===== src/rtl/uart_rx.sv =====
// uart_rx: oversampling UART receiver (start, DATA_LENGTH data bits LSB first, optional even parity, stop).
// Latency: 2-cycle rx synchronizer, then rx_valid/frame_err/parity_err one cycle after the mid-stop sample.
// Backpressure: none. The result pulses last one cycle, and the consumer must capture them when they occur.
//
// Ports:
//    clk, rst             : rising-edge clock, synchronous active-high reset
//    rx                   : asynchronous serial input, idle high
//    rx_data              : last good data word, held between frames
//    rx_valid             : 1-cycle pulse when rx_data updates
//    frame_err            : 1-cycle pulse when the stop bit is sampled low
//    parity_err           : 1-cycle pulse on even-parity mismatch (tied 0 without parity)
//    busy                 : high whenever the receiver is not idle
// Build option: define UART_RX_PARITY_EN to add the even-parity bit between data and stop.
module uart_rx #(
   parameter int DATA_LENGTH  = 8,
   parameter int CLKS_PER_BIT = 868
) (
   input  logic                   clk,
   input  logic                   rst,
   input  logic                   rx,
   output logic [DATA_LENGTH-1:0] rx_data,
   output logic                   rx_valid,
   output logic                   frame_err,
   output logic                   parity_err,
   output logic                   busy
);

   localparam int CNT_W = $clog2(CLKS_PER_BIT);
   localparam int IDX_W = $clog2(DATA_LENGTH + 1);
   localparam logic [CNT_W-1:0] CNT_MID  = CNT_W'(CLKS_PER_BIT / 2 - 1);
   localparam logic [CNT_W-1:0] CNT_LAST = CNT_W'(CLKS_PER_BIT - 1);
   localparam logic [IDX_W-1:0] IDX_LAST = IDX_W'(DATA_LENGTH - 1);

   typedef enum logic [2:0] {
      S_IDLE    = 3'd0,
      S_START   = 3'd1,
      S_DATA    = 3'd2,
`ifdef UART_RX_PARITY_EN
      S_PARITY  = 3'd3,
`endif
      S_STOP    = 3'd4,
      S_RECOVER = 3'd5
   } state_e;

   state_e                 state_q, state_d;
   logic                   rx_meta_q, rx_s_q;
   logic [CNT_W-1:0]       bit_cnt_q, bit_cnt_d;
   logic [IDX_W-1:0]       bit_idx_q, bit_idx_d;
   logic [DATA_LENGTH-1:0] shreg_q, shreg_d;
   logic [DATA_LENGTH-1:0] rx_data_q, rx_data_d;
   logic                   rx_valid_q, rx_valid_d;
   logic                   frame_err_q, frame_err_d;
`ifdef UART_RX_PARITY_EN
   logic                   parity_err_q, parity_err_d;
   logic                   par_pend_q, par_pend_d;
`endif

   logic cnt_mid, cnt_last;
   assign cnt_mid  = (bit_cnt_q == CNT_MID);
   assign cnt_last = (bit_cnt_q == CNT_LAST);

   // State and datapath registers. Synchronizer flops reset to the idle line level.
   always_ff @(posedge clk) begin
      if (rst) begin
         rx_meta_q    <= 1'b1;
         rx_s_q       <= 1'b1;
         state_q      <= S_IDLE;
         bit_cnt_q    <= '0;
         bit_idx_q    <= '0;
         shreg_q      <= '0;
         rx_data_q    <= '0;
         rx_valid_q   <= 1'b0;
         frame_err_q  <= 1'b0;
`ifdef UART_RX_PARITY_EN
         parity_err_q <= 1'b0;
         par_pend_q   <= 1'b0;
`endif
      end else begin
         rx_meta_q    <= rx;
         rx_s_q       <= rx_meta_q;
         state_q      <= state_d;
         bit_cnt_q    <= bit_cnt_d;
         bit_idx_q    <= bit_idx_d;
         shreg_q      <= shreg_d;
         rx_data_q    <= rx_data_d;
         rx_valid_q   <= rx_valid_d;
         frame_err_q  <= frame_err_d;
`ifdef UART_RX_PARITY_EN
         parity_err_q <= parity_err_d;
         par_pend_q   <= par_pend_d;
`endif
      end
   end

   // Next-state logic.
   always_comb begin
      state_d = state_q;
      case (state_q)
         S_IDLE:    if (!rx_s_q) state_d = S_START;
         // A line that is back high at mid start bit was a glitch.
         S_START:   if (cnt_mid) state_d = rx_s_q ? S_IDLE : S_DATA;
         S_DATA: begin
            if (cnt_last && (bit_idx_q == IDX_LAST)) begin
`ifdef UART_RX_PARITY_EN
               state_d = S_PARITY;
`else
               state_d = S_STOP;
`endif
            end
         end
`ifdef UART_RX_PARITY_EN
         S_PARITY:  if (cnt_last) state_d = S_STOP;
`endif
         // Leaving at mid stop bit leaves half a bit to spot a back-to-back start edge.
         S_STOP:    if (cnt_last) state_d = rx_s_q ? S_IDLE : S_RECOVER;
         // A held-low break waits here so it reports only one frame error.
         S_RECOVER: if (rx_s_q) state_d = S_IDLE;
         default:   state_d = S_IDLE;
      endcase
   end

   // Counters, shift register and registered result pulses.
   always_comb begin
      bit_cnt_d    = bit_cnt_q + CNT_W'(1);
      bit_idx_d    = bit_idx_q;
      shreg_d      = shreg_q;
      rx_data_d    = rx_data_q;
      rx_valid_d   = 1'b0;
      frame_err_d  = 1'b0;
`ifdef UART_RX_PARITY_EN
      parity_err_d = 1'b0;
      par_pend_d   = par_pend_q;
`endif
      // The bit counter restarts on every state change and at every bit boundary.
      if ((state_d != state_q) || cnt_last || (state_q == S_IDLE) || (state_q == S_RECOVER))
         bit_cnt_d = '0;

      case (state_q)
         S_START: begin
            if (cnt_mid && !rx_s_q) begin
               bit_idx_d = '0;
`ifdef UART_RX_PARITY_EN
               par_pend_d = 1'b0;
`endif
            end
         end
         S_DATA: begin
            if (cnt_last) begin
               for (int i = 0; i < DATA_LENGTH; i++)
                  if (bit_idx_q == IDX_W'(i)) shreg_d[i] = rx_s_q;
               bit_idx_d = bit_idx_q + IDX_W'(1);
            end
         end
`ifdef UART_RX_PARITY_EN
         // Even parity: the parity bit equals the XOR of all data bits.
         S_PARITY:  if (cnt_last) par_pend_d = rx_s_q ^ (^shreg_q);
`endif
         S_STOP: begin
            if (cnt_last) begin
               if (!rx_s_q) begin
                  frame_err_d = 1'b1;
`ifdef UART_RX_PARITY_EN
               end else if (par_pend_q) begin
                  parity_err_d = 1'b1;
`endif
               end else begin
                  rx_valid_d = 1'b1;
                  rx_data_d  = shreg_q;
               end
            end
         end
         default: ;
      endcase
   end

   assign rx_data   = rx_data_q;
   assign rx_valid  = rx_valid_q;
   assign frame_err = frame_err_q;
   assign busy      = (state_q != S_IDLE);
`ifdef UART_RX_PARITY_EN
   assign parity_err = parity_err_q;
`else
   assign parity_err = 1'b0;
`endif

endmodule


===== config.mk =====
export PLATFORM = sky130hd
export DESIGN_NAME = uart_rx
export DESIGN_NICKNAME = d
export VERILOG_FILES = /design/src/rtl/uart_rx.sv
export SDC_FILE = /design/constraint.sdc
export NUM_CORES = 1
export LEC_CHECK = 0
export CAP_MARGIN = 20
export CELL_PAD_IN_SITES_DETAIL_PLACEMENT = 0
export CELL_PAD_IN_SITES_GLOBAL_PLACEMENT = 1
export CORE_UTILIZATION = 40
export DETAILED_ROUTE_END_ITERATION = 6
export PLACE_DENSITY = 0.82
export SYNTH_ARGS = -nofsm -noshare
export SYNTH_HDL_FRONTEND = slang
export SYNTH_SLANG_ARGS = --single-unit

===== constraint.sdc =====
create_clock -name clk -period 1.9 [get_ports clk]
set_input_delay 0.38 -clock clk [delete_from_list [all_inputs] [get_ports clk]]
set_output_delay 0.38 -clock clk [all_outputs]
set_load 0.005 [all_outputs]

Yosys cells after proc, flatten, opt, wreduce, memory -nomap -nowiden
Cells that the tools add are included.
Widths: inputs -> output; s select.
{"block": "word_totals", "reg_bits": 37, "in_bits": 3}
{"block": "classes", "addsub": 2, "eq_ne": 16, "muxes": 13, "n_bitwise": 2, "n_reduce_logical": 22}
{"cell": "$reduce_and 3->1", "count": 10}
{"cell": "$mux 3", "count": 6}
{"cell": "$eq 4x3->1 const B", "count": 4}
{"cell": "$pmux 3 s5", "count": 1}
{"cell": "$add 10x1->10 const B", "count": 1}
{"cell": "$eq 10x10->1 const B", "count": 1}
{"cell": "$eq 10x9->1 const B", "count": 1}
{"cell": "$eq 4x2->1 const B", "count": 2}
{"cell": "$mux 4", "count": 2}
{"cell": "$pmux 4 s2", "count": 1}
{"cell": "$eq 3x3->1 const B", "count": 2}
{"cell": "$add 4x1->4 const B", "count": 1}
{"cell": "$eq 4x1->1 const B", "count": 1}
{"cell": "$logic_not 4->1", "count": 1}
{"cell": "$ne 2x2->1 const B", "count": 2}
{"cell": "$eq 3x1->1 const B", "count": 1}
{"cell": "$eq 3x2->1 const B", "count": 1}
{"cell": "$logic_not 3->1", "count": 1}
{"cell": "$logic_or 1x1->1", "count": 3}
{"cell": "$ne 3x3->1", "count": 1}
{"cell": "$reduce_bool 3->1", "count": 1}
{"cell": "$reduce_or 3->1", "count": 1}
{"cell": "$logic_and 1x1->1", "count": 2}
{"cell": "$mux 1", "count": 2}
{"cell": "other kinds (5)", "count": 6}

Logic depth before layout (Yosys ltp)
{"block": "depth", "ltp_word": 9, "ltp_mapped": 6, "mapped_depth_nobuf": 6}

Worst setup path before layout
Ideal clock, no wire load.
{"block": "synth_path", "path_kind": "register to register", "startpoint": "register bit_cnt_q[0]", "endpoint": "register rx_data_q[0] (netlist: rx_data[0])", "arrival_ns": 1.739, "required_ns": 1.772, "setup_slack_ns": 0.034, "path_stages_with_launch": 6, "cell_sequence": "dfxtp_1 -> ha_1 -> nand4bb_1 -> nor4_4 -> mux2i_1 -> nor2_1"}
{"block": "synth_between", "elab_chain_cells": 2}
{"element": "start, declared", "line_no": "47", "text": "logic [CNT_W-1:0] bit_cnt_q, bit_cnt_d;"}
{"element": "start signal, assigned", "line_no": "82", "text": "bit_cnt_q <= bit_cnt_d;"}
{"element": "$eq 10x10->1", "line_no": "60", "text": "assign cnt_last = (bit_cnt_q == CNT_LAST);"}
{"element": "$reduce_and 3->1 (no line)"}
{"element": "end signal, assigned", "line_no": "85", "text": "rx_data_q <= rx_data_d;"}
{"element": "end, declared", "line_no": "50", "text": "logic [DATA_LENGTH-1:0] rx_data_q, rx_data_d;"}
No other way between the ends.
A chain may end at the register's enable or synchronous reset.

Worst setup path after layout
{"block": "layout_path", "startpoint": "register bit_cnt_q[1]", "endpoint": "register rx_data_q[6] (netlist: rx_data[6])"}
Same word-level chain as after synthesis.

==> results.cfg <==
[status]
status = finished clean

[floorplan]
die_y_um = 69.0
num_rows = 24
start_util = 0.416
die_w_um = 69.0
die-area_um2 = 4760
num_io_pins = 15
core_area_um2 = 4320

[synthesis]
synth_area_um2 = 1800
synth_flop_cell = dfxtp_1
ys_top_cells_by_area = dfxtp_1 41%, mux2i_1 8.9%, ha_1 4.2%
postSynthCellCount = 190
synth_top_area_share = 0.412
async_flop_share = 0
yosysWarnings = 0
yosysSeqAreaShare = 0.412
synth.avg_cell_area_um2 = 9.46
syn_nets = 199
yosys.area.top_type = dfxtp_1
synth_seq_cells = 37
synth_edf_count = 0
yosysUniqueCellTypes = 46

[clock_network]
cts_sinks = 37
post_cts_buffers = 0
cts-htree-levels = 2
clk_pin_slew_worst_paths_ns = 0.08
clock_path_buffers = 2
cts_tree = yes
hold_buffers = 0
clk_latency_ns = 0.29
cts_buffers = 5
cts_root_buffer = clkbuf_8

[worst_hold_path]
min-delay-start = rx_meta_q
worstHoldPathCells = 1
hp-class = reg2reg
whs_endpoint = rx_s_q

[setup_path]
arrival_ns = 1.95
r2r_slack_ns = 0.13
critical_path_class = reg2reg
start_kind = flop
end_kind = flop
rr_endpoint = rx_data[6]
reg2reg_from = bit_cnt_q[1]
crit_fanout = 8
required_ns = 2.08
ff2ff_path_depth = 6

[timing]
min_period_over_period = 0.931
tns_ns = 0
setup_viol = 0
rsz0062_at_grt = no
max_freq_ghz = 0.565
maxSlewHeadroom = 0.499
drv_slew = 0
worstMarginPinSlew_ns = 0.750
hold_ws_ns = 0.427
finClkSkew_ns = 0.00560
hold_violations = 0
fin_crit_ns = 1.77

[placed_design]
post-place-cells = 255
port-buffer-count = 13
placed_cell_area_um2 = 2010
place_hpwl_mm = 2.45
gp_congestion = 0.781

[cells_and_area]
syn_to_final_growth_pct = 20.1
layout_common_cells = 36 x dfxtp_1, 16 x mux2i_1, 15 x nand2_1
drive_gt1_frac = 0.133
fin_nets = 219
layout_commonest_cell = dfxtp_1
final_cells = 263
final_area_um2 = 2160
antenna_cells = 0

[routing]
final_antenna_net_count = 0
totalWireLength_mm = 3.60
viasPerCell = 5.14
drt-pass1-iter-count = 4
drc = 0
wl_per_cell_um = 13.7
vias = 1353
drt_iter0_markers = 150

[power]
pwr-share-comb = 0.027
power_density_nw_per_um2 = 764
p_sw_uw = 320
internal_power_mw = 1.33
irDropWorstVdd_mv = 0.620
seq_power_share = 0.475
power.share.clock = 0.498
p_leak_nw = 0.812
swShare = 0.194
totalPowerFinal_mw = 1.65

[run]
max_cap_viol_count = 0

[global_route]
grt_max_degree = 14
grt_pass1_vias = 1298
antenna_found_initial = 0
grt_overflow = 0
grt_use_total = 0.162
grt_pass1_wl_mm = 6.20
-- logic make-up after synthesis --
group / count (synthesis) / share of synthesized area
other cells: 1 / 0.00209
buf+inv: 13 / 0.0341
xor+xnor: 10 / 0.0487
flops: 37 / 0.412
mux: 16 / 0.0891
fa+ha+maj: 6 / 0.0418
simple gates: 95 / 0.331
compound gates: 12 / 0.0404
-- sequential cells by signal (all words and copies together), names as in the netlist --
name and flops:
rx_s_q 1, bit_idx_q 4, rx_meta_q 1, rx_valid 1, frame_err 1, shreg_q 8, rx_data 8, bit_cnt_q 10
state_q 3
-- worst max path at each step --
stage                       from  slack (ns)            to
finish              bit_cnt_q[1]        0.13    rx_data[6]
global route        bit_cnt_q[1]        0.02  bit_idx_q[3]
CTS                 bit_cnt_q[1]        0.02    rx_data[6]
global placement      state_q[2]        0.08    shreg_q[1]
detailed placement  bit_cnt_q[1]        0.08    rx_data[6]
floorplan           bit_cnt_q[0]        0.03    rx_data[0]
-- final cells by class --
| class | instances | area [um^2] |
|---|---|---|
| fillers | 422 | 2170 |
| inverters | 4 | 15.0 |
| clock buffers | 5 | 68.8 |
| multi-input cells | 140 | 1000 |
| repair buffers | 22 | 196 |
| clock inverters | 3 | 68.8 |
| well taps | 52 | 65.1 |
| flip-flops and latches | 37 | 742 |
-- synthesized netlist by cell type, types with 2 or more instances --
library cell and instances:
inv_1 4, ha_1 6, dfxtp_1 37, nand2b_1 12, nor3b_1 3, nand3_1 6
xor2_1 4, or3_1 3, nand2_1 15, nor3_1 13, mux2i_1 16, nor4_4 2
clkbuf_1 5, nor2_1 13, o21bai_1 2, xnor2_1 6, nand4bb_1 2, or2_2 3
a21oi_1 4, o21ai_0 3, nand4_1 5, and3_1 2
-- per-stage QoR --
stage	utilization	setup WS, ns
2_1_floorplan	-	0.0338
3_3_place_gp	0.466	0.0760
3_5_place_dp	0.466	0.0776
4_1_cts	0.497	0.0207
5_1_grt	0.499	0.0171
6_report	0.499	0.131
-- critical path, cell delays in order (launching register included) --
cell       delay, ns
dfxtp_1         0.38
ha_2            0.24
nand4bb_2       0.23
nor4_4          0.29
buf_4           0.24
mux2i_1         0.22
nor2_1          0.06
-- metal layers --
layer / global-route usage / vias up / part of all wire
li1: - / 708 / -
met1: 0.224 / 624 / 0.51
met2: 0.242 / 16 / 0.45
met5: 0 / - / 0
met4: 0.0635 / 0 / 0.012
met3: 0.0409 / 5 / 0.026
-- power by group through the flow --
stage               clock network [mW]  registers (mW)  logic [mW]
floorplan                            0           0.799      0.0316
global placement                     0           0.801      0.0454
detailed placement                   0           0.801      0.0452
CTS                              0.842           0.783      0.0447
global route                     0.876           0.784      0.0490
finish                           0.821           0.783      0.0443
-- repair_timing --
| item | 4_1_cts | 5_1_grt |
|---|---|---|
| cloned | 0 | 0 |
| endpoints found under the hold margin | 0 | 0 |
| pin swaps | 0 | 0 |
| setup endpoints to repair | 1 | 15 |
| gates resized for setup | 2 | 2 |
No activity file was read; power rests on OpenSTA's default activity.
